**src/rtl/dsmod_feeder_pkg.sv**
```systemverilog
// Shared types for the delta-sigma modulator feeder: scheduler states and
// FIFO pointer sizing.
package dsmod_feeder_pkg;

  typedef enum logic [2:0] {
    IDLE,
    RUN,
    DRAIN,
    RAMP_UP,
    RAMP_DOWN
  } state_t;

  // One extra pointer bit distinguishes full from empty.
  function automatic int ptr_w(input int depth);
    return $clog2(depth) + 1;
  endfunction

endpackage

```
**src/rtl/dsmod_feeder_sync_fifo.sv**
```systemverilog
// Small synchronous FIFO for signed samples; asynchronous active-low clear,
// synchronous flush, combinational head read.
module sync_fifo
  import dsmod_feeder_pkg::*;
#(
  parameter int n = 16,
  parameter int d = 4
) (
  input  logic                clk,
  input  logic                clr,
  input  logic                flush,
  input  logic                push,
  input  logic signed [n-1:0] din,
  input  logic                pop,
  output logic signed [n-1:0] dout,
  output logic                full,
  output logic                empty
);
  localparam int PW = ptr_w(d);

  logic [PW-1:0]       wr_ptr, rd_ptr;
  logic signed [n-1:0] mem [d];
  logic                do_push, do_pop;

  assign do_push = push && !full && !flush;
  assign do_pop  = pop && !empty && !flush;

  always_ff @(posedge clk or negedge clr) begin
    if (!clr) begin
      wr_ptr <= '0;
      rd_ptr <= '0;
    end else if (flush) begin
      wr_ptr <= '0;
      rd_ptr <= '0;
    end else begin
      if (do_push) wr_ptr <= wr_ptr + PW'(1);
      if (do_pop)  rd_ptr <= rd_ptr + PW'(1);
    end
  end

  always_ff @(posedge clk) begin
    if (do_push) mem[wr_ptr[PW-2:0]] <= din;
  end

  assign dout  = mem[rd_ptr[PW-2:0]];
  assign empty = (wr_ptr == rd_ptr);
  assign full  = (wr_ptr[PW-1] != rd_ptr[PW-1]) &&
                 (wr_ptr[PW-2:0] == rd_ptr[PW-2:0]);

endmodule

```
**src/rtl/dsmod_feeder.sv**
```systemverilog
// Sample scheduler feeding a first-order delta-sigma modulator: one FIFO sample
// per osr clocks, with start/stop sequencing. Macro DSMOD_FEEDER_RAMP_EN adds
// shift-based soft ramp states.
module dsmod_feeder
  import dsmod_feeder_pkg::*;
#(
  parameter int n   = 16,
  parameter int osr = 64,
  parameter int d   = 4
) (
  input  logic                clk,
  input  logic                clr,
  input  logic                en,
  input  logic signed [n-1:0] in,
  input  logic                in_valid,
  output logic                in_ready,
  output logic signed [n-1:0] mod_in,
  output logic                mod_clr,
  output logic                strobe,
  output logic                underrun,
  output logic                busy
);
  localparam int CW = (osr > 2) ? $clog2(osr) : 1;
  localparam logic [CW-1:0] CNT_LAST = CW'(osr - 1);

  state_t              state, state_nx;
  logic [CW-1:0]       cnt;
  logic                boundary, push, pop, flush, full, empty;
  logic signed [n-1:0] head, sample_nx;

`ifdef DSMOD_FEEDER_RAMP_EN
  localparam int KW = $clog2(n);
  localparam logic [KW-1:0] K_MAX = KW'(n - 1);

  logic [KW-1:0]       k, k_nx, ksh;
  logic signed [n-1:0] cur;

  function automatic logic signed [n-1:0] ramp_shift(input logic signed [n-1:0] s,
                                                     input logic [KW-1:0] sh);
    return s >>> sh;
  endfunction
`endif

  sync_fifo #(.n(n), .d(d)) u_fifo (
    .clk   (clk),
    .clr   (clr),
    .flush (flush),
    .push  (push),
    .din   (in),
    .pop   (pop),
    .dout  (head),
    .full  (full),
    .empty (empty)
  );

  assign boundary = (state != IDLE) && (cnt == CNT_LAST);
  assign in_ready = !full;
  assign push     = in_valid && !full;
  assign pop      = boundary && !empty;
  assign flush    = (state != IDLE) && (state_nx == IDLE);
  assign busy     = (state != IDLE);

  always_comb begin
    state_nx = state;
    case (state)
`ifdef DSMOD_FEEDER_RAMP_EN
      IDLE:      if (en) state_nx = RAMP_UP;
      RUN:       if (!en) state_nx = RAMP_DOWN;
      RAMP_UP: begin
        if (!en) state_nx = RAMP_DOWN;
        else if (boundary && k == '0) state_nx = RUN;
      end
      RAMP_DOWN: begin
        if (en) state_nx = RAMP_UP;
        else if (boundary && k == K_MAX) state_nx = IDLE;
      end
`else
      IDLE:      if (en) state_nx = RUN;
      RUN:       if (!en) state_nx = DRAIN;
`endif
      DRAIN: begin
        if (en) state_nx = RUN;
        else if (boundary && empty) state_nx = IDLE;
      end
      default:   state_nx = IDLE;
    endcase
  end

`ifdef DSMOD_FEEDER_RAMP_EN
  // Ramp-up shows the sample at the current k, ramp-down at the next k,
  // so the two sequences mirror each other around RUN.
  always_comb begin
    k_nx = k;
    ksh  = k;
    case (state)
      IDLE:      k_nx = K_MAX;
      RAMP_UP:   if (boundary && k != '0) k_nx = k - KW'(1);
      RAMP_DOWN: begin
        if (boundary && k != K_MAX) begin
          k_nx = k + KW'(1);
          ksh  = k + KW'(1);
        end
      end
      default:   ;
    endcase
  end

  assign sample_nx = pop ? head : cur;
`else
  assign sample_nx = pop ? head : mod_in;
`endif

  always_ff @(posedge clk or negedge clr) begin
    if (!clr) begin
      state    <= IDLE;
      cnt      <= '0;
      mod_in   <= '0;
      mod_clr  <= 1'b1;
      strobe   <= 1'b0;
      underrun <= 1'b0;
`ifdef DSMOD_FEEDER_RAMP_EN
      k        <= K_MAX;
      cur      <= '0;
`endif
    end else begin
      state   <= state_nx;
      mod_clr <= (state_nx == IDLE);
      strobe  <= boundary && (state_nx != IDLE);
      if (state_nx == IDLE) begin
        cnt      <= '0;
        mod_in   <= '0;
        underrun <= 1'b0;
`ifdef DSMOD_FEEDER_RAMP_EN
        cur      <= '0;
`endif
      end else begin
        // Counter stays at 0 on the IDLE exit edge so the first period is a full osr.
        cnt <= (boundary || state == IDLE) ? '0 : cnt + CW'(1);
        if (boundary) begin
`ifdef DSMOD_FEEDER_RAMP_EN
          cur    <= sample_nx;
          mod_in <= ramp_shift(sample_nx, ksh);
`else
          mod_in <= sample_nx;
`endif
        end
        if (boundary && empty && state == RUN) underrun <= 1'b1;
      end
`ifdef DSMOD_FEEDER_RAMP_EN
      k <= k_nx;
`endif
    end
  end

endmodule
```
**config.mk**
```make
export PLATFORM = sky130hd
export DESIGN_NAME = dsmod_feeder
export DESIGN_NICKNAME = d
export VERILOG_FILES = /design/src/rtl/dsmod_feeder_pkg.sv /design/src/rtl/dsmod_feeder_sync_fifo.sv /design/src/rtl/dsmod_feeder.sv
export SDC_FILE = /design/constraint.sdc
export NUM_CORES = 1
export LEC_CHECK = 0
export CORE_MARGIN = 8
export CORE_UTILIZATION = 45
export CTS_CLUSTER_DIAMETER = 150
export CTS_CLUSTER_SIZE = 8
export DETAILED_ROUTE_END_ITERATION = 10
export HOLD_SLACK_MARGIN = 0.03
export PLACE_DENSITY_LB_ADDON = 0.08
export SLEW_MARGIN = 20
export SYNTH_ARGS = -nofsm -noshare
export SYNTH_HDL_FRONTEND = slang
export SYNTH_SLANG_ARGS = --single-unit
```
**constraint.sdc**
```tcl
create_clock -name clk -period 6.8 [get_ports clk]
set_input_delay 1.36 -clock clk [delete_from_list [all_inputs] [get_ports clk]]
set_output_delay 1.36 -clock clk [all_outputs]
set_load 0.01 [all_outputs]
```
# After elaboration in Yosys (flattened, before gate mapping)
# Memories as Yosys holds them, arrays and structs flattened.
# Cells that the tools add are included.
[op_classes]
add_sub_neg = 3
eq_ne = 6
n_mux = 18
n_reduce_logical = 26
[op_table]
columns = ["cell", "n"]
rows = [
  ["16-bit two-way mux", 3],
  ["3-bit two-way mux", 8],
  ["1-bit logical AND", 12],
  ["6-bit two-way mux", 2],
  ["2-bit nonzero test", 5],
  ["3-bit one-hot mux with 3 select lines", 1],
  ["3-bit by 1-bit adder with 3-bit output (second input constant)", 2],
  ["6-bit by 1-bit adder with 6-bit output (second input constant)", 1],
  ["6-bit equality test (second input constant)", 1],
  ["3-bit logical NOT", 2],
  ["3-bit nonzero test", 2],
  ["1-bit two-way mux", 4],
  ["3-bit by 1-bit equality test with 1-bit output (second input constant)", 1],
  ["3-bit by 2-bit equality test with 1-bit output (second input constant)", 1],
  ["3-bit equality test", 1],
  ["1-bit logical NOT", 3],
  ["2-bit equality test", 1],
  ["2-bit AND reduction", 1],
  ["1-bit logical OR", 1],
  ["1-bit != test", 1],
]
[totals]
ff_bits = 34
ramBits = 64
input_bits = 20
output_inout_bits = 21
elab_cells = 62
memories = 1
[mem_list]
columns = ["memory", "depth", "word_bits", "rd", "rd_ports_with_merged_regs", "write_ports", "line_no", "text"]
rows = [
  ["u_fifo.mem", 4, 16, 1, 0, 1, "dsmod_feeder_sync_fifo.sv:22", "logic signed [n-1:0] mem [d];"],
]

# Logic depth before layout (Yosys ltp)
# Gate-level depths: netlist of the first run.
[logic_depth]
depth_word = 12
depth_mapped = 6
depth_no_buf = 5

# Cells and area by module
# A second synthesis of the first run with hierarchy kept.
[unflattened]
hier_cells = 250
hier_area_um2 = 4067.7
[modules_own_cells]
columns = ["module", "n_inst", "cells_each", "area_each_um2", "seq_area_each_um2"]
rows = [
  ["sync_fifo", 1, 147, 2861.5, 2072.0],
  ["dsmod_feeder", 1, 103, 1206.2, 701.9],
]

# Worst setup path after synthesis of the first run
# OpenSTA, ideal clock, no wires.
[synth_timing]
kind = "in2reg"
from = "in en"
to = "mem u_fifo.mem[0][0] (enable)"
setup_time_ns = 0.394
t_arrival_ns = 2.883
required_time_ns = 6.406
slack_ns = 3.523
stages = 5
path_buffers = 1
cell_sequence = "nor3_1 a211oi_1 o41ai_4 buf_4 a21oi_1"
[synth_via]
elab_chain_len = 8
elab_cells_between_ends = 10
classes_between = "mux: 6; reduce/logical: 4"
[synth_rtl]
columns = ["element", "line_no", "text"]
rows = [
  ["from (decl)", "dsmod_feeder.sv:13", "input logic en,"],
  ["3-bit two-way mux, on equally long branches", "dsmod_feeder.sv:82, dsmod_feeder.sv:78, dsmod_feeder.sv:79", ""],
  ["3-bit one-hot mux with 3 select lines (*)", "dsmod_feeder.sv:65", "case (state)"],
  ["3-bit logical NOT (*)", "dsmod_feeder.sv:60", "assign flush = (state != IDLE) && (state_nx == IDLE);"],
  ["1-bit logical AND (*)", "dsmod_feeder.sv:60", ""],
  ["1-bit logical NOT (*)", "dsmod_feeder_sync_fifo.sv:25", "assign do_push = push && !full && !flush;"],
  ["1-bit logical AND (*)", "dsmod_feeder_sync_fifo.sv:25", ""],
  ["1-bit two-way mux (*)", "dsmod_feeder_sync_fifo.sv:42", "if (do_push) mem[wr_ptr[PW-2:0]] <= din;"],
  ["1-bit two-way mux (implied by the code) (*)", "dsmod_feeder_sync_fifo.sv:42", ""],
  ["to (decl)", "dsmod_feeder_sync_fifo.sv:22", ""],
]
# Every way passes the cells marked *; elsewhere a longest branch is shown, timed or not.

# Worst setup path in the final report of the first run
[layout_timing]
from = "reg u_fifo.rd_ptr[1]"
to = "out in_ready"
[layout_via]
elab_chain_len = 3
[layout_rtl]
columns = ["element", "line_no", "text"]
rows = [
  ["from (decl)", "dsmod_feeder_sync_fifo.sv:21", "logic [PW-1:0] wr_ptr, rd_ptr;"],
  ["from (signal assigned)", "dsmod_feeder_sync_fifo.sv:37", "if (do_pop) rd_ptr <= rd_ptr + PW'(1);"],
  ["2-bit equality test", "dsmod_feeder_sync_fifo.sv:48", "(wr_ptr[PW-2:0] == rd_ptr[PW-2:0]);"],
  ["1-bit logical AND", "dsmod_feeder_sync_fifo.sv:47", "assign full = (wr_ptr[PW-1] != rd_ptr[PW-1]) &&"],
  ["1-bit logical NOT", "dsmod_feeder.sv:57", "assign in_ready = !full;"],
  ["to (decl)", "dsmod_feeder.sv:16", "output logic in_ready,"],
]
# No other way between the ends.

==> results of run 1 <==
[worst register-to-register path, cell delays in order (launching register included)]
cell      delay [ns]
dfrtp_1         0.92
xnor2_2         0.26
nand3b_4        0.31
o41ai_4         0.91
buf_4           0.34
a21oi_1         0.09
buf_4           0.24
[final timing paths]
check | cells past startpoint | slack, ns | to
max | 3 | 3.25 | in_ready
min | 1 | 0.48 | cnt[0]$_DFF_PN0_
max reg2reg | 6 | 3.45 | u_fifo.mem[0][6]$_DFFE_PP_
min reg2reg | 1 | 0.48 | cnt[0]$_DFF_PN0_
max in group asynchronous | 2 | 5.06 | mod_clr$_DFF_PN1_
min in group asynchronous | 2 | 1.41 | mod_in[9]$_DFFE_PN0P_
[kinds of logic (layout without fill, tap and decap cells)]
kind of cell             after synthesis  after routing  share of synthesized area [%]
AO/OA/AOI/OAI                         53             53                           7.80
XOR/XNOR                              10             10                           2.71
adder cells (fa/ha/maj)                6              6                           1.85
buffers and inverters                 22             71                           2.81
flip-flops                            98             98                           68.4
multiplexers                          17             17                           9.59
other                                  1              1                         0.0924
AND/OR/NAND/NOR                       49             49                           6.76
[placed cells by master, fill, tap and decap left out, drive strengths merged, types with 4 or more instances in the layout]
| master | count |
|---|---|
| clkdlybuf4s50 | 40 |
| edfxtp | 64 |
| ha | 6 |
| a21oi | 22 |
| o21ai | 19 |
| xnor2 | 7 |
| nor3 | 4 |
| nand3 | 21 |
| mux4 | 16 |
| inv | 8 |
| nand2 | 5 |
| nor2 | 10 |
| dfrtp | 33 |
| clkbuf | 11 |
| buf | 8 |
[area by class of cell]
type | count | area (um2)
fill | 739 | 3990
sequential | 98 | 2770
multi-input combinational | 136 | 1170
timing repair buffer | 48 | 460
tap | 108 | 135
clock buffer | 11 | 131
clock inverter | 5 | 38.8
inverter | 7 | 26.3
[stage by stage]
| step | hold WS (ns) | util, % | worst slack, ns | area, um2 | instances |
|---|---|---|---|---|---|
| finish | 0.476 | 54.3 | 3.25 | 4730 | 413 |
| global route | 0.484 | 54.3 | 3.13 | 4730 | 413 |
| CTS | 0.477 | 54.3 | 3.17 | 4730 | 413 |
| detailed placement | 0.463 | 52.3 | 2.99 | 4560 | 397 |
| global placement | 0.465 | 52.3 | 2.98 | 4560 | 397 |
| floorplan | 0.433 | - | 3.52 | 4060 | 256 |
[cell usage after synthesis (2+ instances only)]
cell,instances
dfrtp_1,33
clkbuf_1,4
xor2_1,2
inv_1,7
nor3_2,2
nor3_1,2
mux4_2,11
a22oi_1,2
o21ai_0,19
a31oi_1,3
nand2_1,5
nand3_1,21
buf_4,5
xnor2_1,5
nor2_1,10
ha_1,6
xnor2_2,2
or3_1,2
mux4_1,5
a21oi_1,22
edfxtp_1,64
buf_2,4
a211oi_1,3
[where the power goes]
part	total [mW]	switching (mW)	internal, mW	leakage [nW]
Clock	0.329	0.193	0.135	0.0839
Combinational	0.121	0.0781	0.0432	0.509
Sequential	0.677	0.0118	0.665	1.05
[flip-flops by register name, indices dropped and copies added, names as in the netlist]
name and flops:
u_fifo.wr_ptr 3, u_fifo.mem 64, strobe 1, cnt 6, mod_clr 1, state 3
underrun 1, mod_in 16, u_fifo.rd_ptr 3
[routing by layer]
metal / part of all wire [%] / track usage (%) / vias to the layer above / wire length [um]
li1: - / - / 1060 / -
met1: 47 / 15.9 / 1134 / 3500
met2: 49 / 20.9 / 43 / 3690
met3: 2.9 / 2.22 / 11 / 219
met4: 1.4 / 5.23 / 0 / 108
met5: 0 / 0 / - / 0
==> results by group, run 1 <==
Global routing
  – Vias in the first global route: 2370
  – First-pass GRT wire length: between 10000 and 15000 um
  – Largest net degree at the start of global routing: 35
  – Initial antenna violation count: 0
  – GRT Util Overall: 12.6%
  – GR Overflow Total: 0

Drt
  – Drt wl/cell: ~18 um
  – Vias: 2248
  – Drt via density: about 5.4
  – Post-route ant nets: 0
  – Drt drc: 0
  – Initial DRT Pass Iterations: 4
  – Drt first-iter violations: 67
  – WL final: 7520 um

Critical path
  – Slowest cell on the critical path: dfrtp_1
  – CP startpoint: u_fifo.rd_ptr[1]$_DFFE_PN0P_
  – Critical path peak fanout: 19
  – R2r startpoint: u_fifo.rd_ptr[1]$_DFFE_PN0P_
  – Crit end category: primary output
  – Setup CP Type: register to primary output
  – CP top delay family: flip-flops
  – Delay of the slowest critical-path stage: a little over 0.9 ns
  – CP bufs+invs: 1
  – Critical path cell sequence: xnor2_2 > nand3_1 > clkdlybuf4s50_1
  – Worst Path Required: roughly 5.4 ns
  – Crit path launch type: register
  – Critical path arrival: 2.19 ns

STA
  – Setup TNS Final: 0 ns
  – Worst Max-Slew Pin Slew: 1.04 ns
  – Final setup vio count: 0
  – Tmin final: 3.55 ns
  – Period utilisation layout: 52.2%
  – Hold Fails Final Rpt: 0
  – RSZ-0062 raised after global routing: false
  – Clock Skew: 0.0107 ns
  – Slew HR: 30.7%
  – Fin. max-slew vios: 0
  – Achievable Freq: between 200 and 300 MHz

Pwr
  – Overall power: 1.13 mW
  – Leakage Power: 1.64 nW
  – Maximum VDD drop: 0.123 mV
  – P per Cell Area: around 240 nW/um2

Placed design
  – Post-DP HPWL: 4870 um
  – RePlAce Congestion: 0.697
  – PortBufs: 40

Die
  – Boundary Pins: 41
  – Core area: 8720 um2
  – Die H: 111 um
  – # rows: 34
  – Die area: 12300 um2
  – Initial core utilization: roughly 47%
  – Die Width: approximately 110 um

Logic synthesis
  – Top cells by area, synth: edfxtp_1 (47%), dfrtp_1 (20%), mux4_2 (6.1%), mux4_1 (3.2%), a21oi_1 (2.7%)
  – Yosys cell types: 40
  – Synth Instances: 256
  – Mapped Nets: 282
  – Register area share after synthesis: approximately two thirds
  – EDFF count, synth: 64
  – Number of synthesized register bits: between 90 and 100
  – Syn avg cell area: roughly 16 um2
  – Top FF cell, synth: edfxtp_1
  – Synth top area share: 47.4%
  – Fraction of registers with async set/reset: a little over a third
  – Yosys top cell by area: edfxtp_1
  – Synthesized area: 4060 um2
  – Ys Warns: 0

Cells and area
  – Layout cells sized above 1: 14.8%
  – Nets: roughly 330
  – Antenna Cells: 0
  – Synthesis-to-layout area growth: 16.7%

Clock tree
  – Post-CTS sizing: 0
  – Htree depth: 3
  – Post CTS Setup Buffer Count: 0
  – TritonCTS clock tree: yes
  – Skew-Pair Late Insertion Delay: 0.35 ns
  – Sink Count: 98
  – Clock-pin slew on the worst setup and hold paths: around 0.09 ns
  – Clk buf depth: 2
  – Root Buffer: clkbuf_8
  – CTS Buf Count: 9
  – Hold Buf Count CTS: 0

Worst hold path
  – Hold Path Class: register to register
  – Hold Crit Start: cnt[0]$_DFF_PN0_

Status
  – Status: finished clean

Flow run
  – Max Cap Violations: 0
No activity file was read; power rests on OpenSTA's default activity.
==> run 2: changes to the inputs <==
==> constraint.sdc (replaced) <==
create_clock -name clk -period 3.55 [get_ports clk]
set_input_delay 0.71 -clock clk [delete_from_list [all_inputs] [get_ports clk]]
set_output_delay 0.71 -clock clk [all_outputs]
set_load 0.01 [all_outputs]
==> run 2 against run 1 <==
Clock power rose by 100%. Design area rose by 0.63%. Largest power group unchanged. Largest cell class unchanged. Critical path type unchanged. Utilization rose by 0.34 points. Power rose by 94%. Critical endpoint is now busy. Highest routed layer unchanged. Global-route usage rose by 0.33 points. Hold slack got worse by 0.011 ns. Clock skew fell by 0.0015 ns. Cell count rose by 0.48%. Via count fell by 0.27%. Die area did not move.
==> results by group, run 2 (synthesis gave the netlist of run 1 again) <==
Status
  – Status: finished clean

Cells and area
  – Synthesis-to-layout area growth: 17.5%
  – Nets: 328 (+0.61%)
  – Final Non-Filler Cells: 415 (+0.48%)
  – Number of flip-flops under the largest register name: 64 (unchanged)
  – Layout cells sized above 1: 16.0% (+1.2 points)
  – Most common library cell in the layout ignoring fill and taps: edfxtp_1
  – Post-layout util: 54.6% (+0.34 points)
  – Most frequent cells in the layout: edfxtp_1 (64), clkdlybuf4s50_1 (40), dfrtp_1 (33)
  – Antenna Cells: 0 (unchanged)

Die
  – Core area: 8720 um2 (unchanged)
  – Boundary Pins: 41 (unchanged)
  – Die area: 12300 um2 (unchanged)
  – Die H: 111 um (unchanged)
  – # rows: 34 (unchanged)
  – Die Width: 111 um (unchanged)
  – Initial core utilization: 46.5% (unchanged)

Global routing
  – Vias in the first global route: 2292 (-3.3%)
  – GR Overflow Total: 0 (unchanged)
  – Largest net degree at the start of global routing: 35 (unchanged)
  – First-pass GRT wire length: 12600 um (+0.60%)
  – Initial antenna violation count: 0 (unchanged)
  – GRT Util Overall: 12.9% (+0.33 points)

Drt
  – Initial DRT Pass Iterations: 4 (unchanged)
  – Routed wl met3: 310 um (+42%)
  – Drt first-iter violations: 74 (+10%)
  – WL met2: 3780 um (+2.5%)
  – Drt via density: 5.40 (-0.75%)
  – WL final: 7640 um (+1.6%)
  – DRT met1 WL: 3490 um (-0.43%)
  – Drt wl/cell: 18.4 um (+1.1%)
  – Drt drc: 0 (unchanged)
  – DR top layer: met4
  – Vias: 2242 (-0.27%)
  – Post-route ant nets: 0 (unchanged)

STA
  – Setup ws final: 0.747 ns (-2.51 ns)
  – Clock Skew: 0.00925 ns (-0.00150 ns)
  – RSZ-0062 raised after global routing: false
  – Period utilisation layout: approximately four fifths
  – Setup TNS Final: 0 ns (unchanged)
  – Slew HR: 48.4% (+18 points)
  – Hold Fails Final Rpt: 0 (unchanged)
  – Final setup vio count: 0 (unchanged)
  – Tmin final: 2.80 ns
  – Achievable Freq: ~360 MHz
  – Fin. max-slew vios: 0 (unchanged)
  – Worst Max-Slew Pin Slew: 0.772 ns (-0.264 ns)

Clock tree
  – Post CTS Setup Buffer Count: 0 (unchanged)
  – Sink Count: 98 (unchanged)
  – Skew-Pair Late Insertion Delay: 0.36 ns (about the same)
  – CTS Buf Count: 9 (unchanged)
  – Clk buf depth: 2 (unchanged)
  – Post-CTS sizing: 0 (unchanged)
  – Root Buffer: clkbuf_8
  – Hold Buf Count CTS: 0 (unchanged)
  – TritonCTS clock tree: yes
  – Htree depth: 3 (unchanged)
  – Clock-pin slew on the worst setup and hold paths: 0.10 ns (about the same)

Pwr
  – Maximum VDD drop: 0.289 mV (+130%)
  – P per Cell Area: 459 nW/um2 (+93%)
  – Leakage Power: 1.66 nW (+0.88%)

Placed design
  – RePlAce Congestion: 0.679 (-2.6%)
  – PortBufs: 40 (unchanged)
  – Placed Cells: 399 (+0.50%)
  – Post-DP HPWL: 4940 um (+1.6%)
  – Dpl ws: 0.766 ns (-2.22 ns)

Critical path
  – Critical path arrival: 2.09 ns (-0.10 ns)
  – Worst Path Required: 2.84 ns (-2.60 ns)
  – CP bufs+invs: 2 (+1)
  – Crit end category: primary output
  – Delay of the slowest critical-path stage: 0.56 ns (-0.36 ns)
  – CP top delay family: buffers and inverters
  – Critical path cell sequence: nor3_2 > inv_1 > clkdlybuf4s50_1
  – Critical path peak fanout: 11 (-8)
  – Slowest cell on the critical path: clkdlybuf4s50_1
  – Setup CP Type: register to primary output
  – Crit path launch type: register

Worst hold path
  – Hold Path Class: register to register

Flow run
  – Max Cap Violations: 0 (unchanged)
run 2: changes by cell type in the layout (fill, tap and decap cells not counted), sizes merged:
cell	before	now
clkinv	3	2
buf	8	10
clkinvlp	1	2
inv	8	10
clkbuf	11	9
run 2: routing by layer:
metal	track usage, %	up-vias
li1	-	1061
met1	16.3	1136
met2	20.7	39
met3	4.06	6
met4	4.14	0
met5	0	-
run 2: area by class of cell:
cell class | count | area (um2)
sequential | 98 | 2770
tap | 108 | 135
clock buffer | 9 | 124
timing repair buffer | 50 | 475
multi-input combinational | 136 | 1170
inverter | 7 | 26.3
fill | 709 | 3960
clock inverter | 7 | 61.3
run 2: worst paths after layout:
check	startpoint	endpoint	slack, ns	cells after the start
max	state[0]$_DFF_PN0_	busy	0.75	3
min	cnt[0]$_DFF_PN0_	cnt[0]$_DFF_PN0_	0.47	1
max in group asynchronous	clr	mod_clr$_DFF_PN1_	2.44	2
min in group asynchronous	clr	mod_in[10]$_DFFE_PN0P_	0.77	2
min reg2reg	cnt[0]$_DFF_PN0_	cnt[0]$_DFF_PN0_	0.47	1
max reg2reg	u_fifo.rd_ptr[1]$_DFFE_PN0P_	u_fifo.mem[0][7]$_DFFE_PP_	0.94	6
run 2: per-stage QoR:
stage	power [mW]	hold WS [ns]	area, um2
3_3_place_gp	1.55	0.457	4580
5_1_grt	2.29	0.495	4760
4_1_cts	2.22	0.472	4760
3_5_place_dp	1.55	0.458	4580
6_report	2.19	0.466	4760
2_1_floorplan	1.46	0.414	4060
run 2: worst reg2reg max path: stages, from the launching register on:
cell and delay (ns):
dfrtp_1 0.37, buf_4 0.22, xnor2_2 0.33, nand3b_4 0.30, o41ai_4 0.71, a21oi_1 0.16
buf_4 0.25
run 2: power breakdown:
group | internal [mW] | switching (mW)
combinational | 0.0838 | 0.146
clock | 0.267 | 0.395
sequential | 1.27 | 0.0233
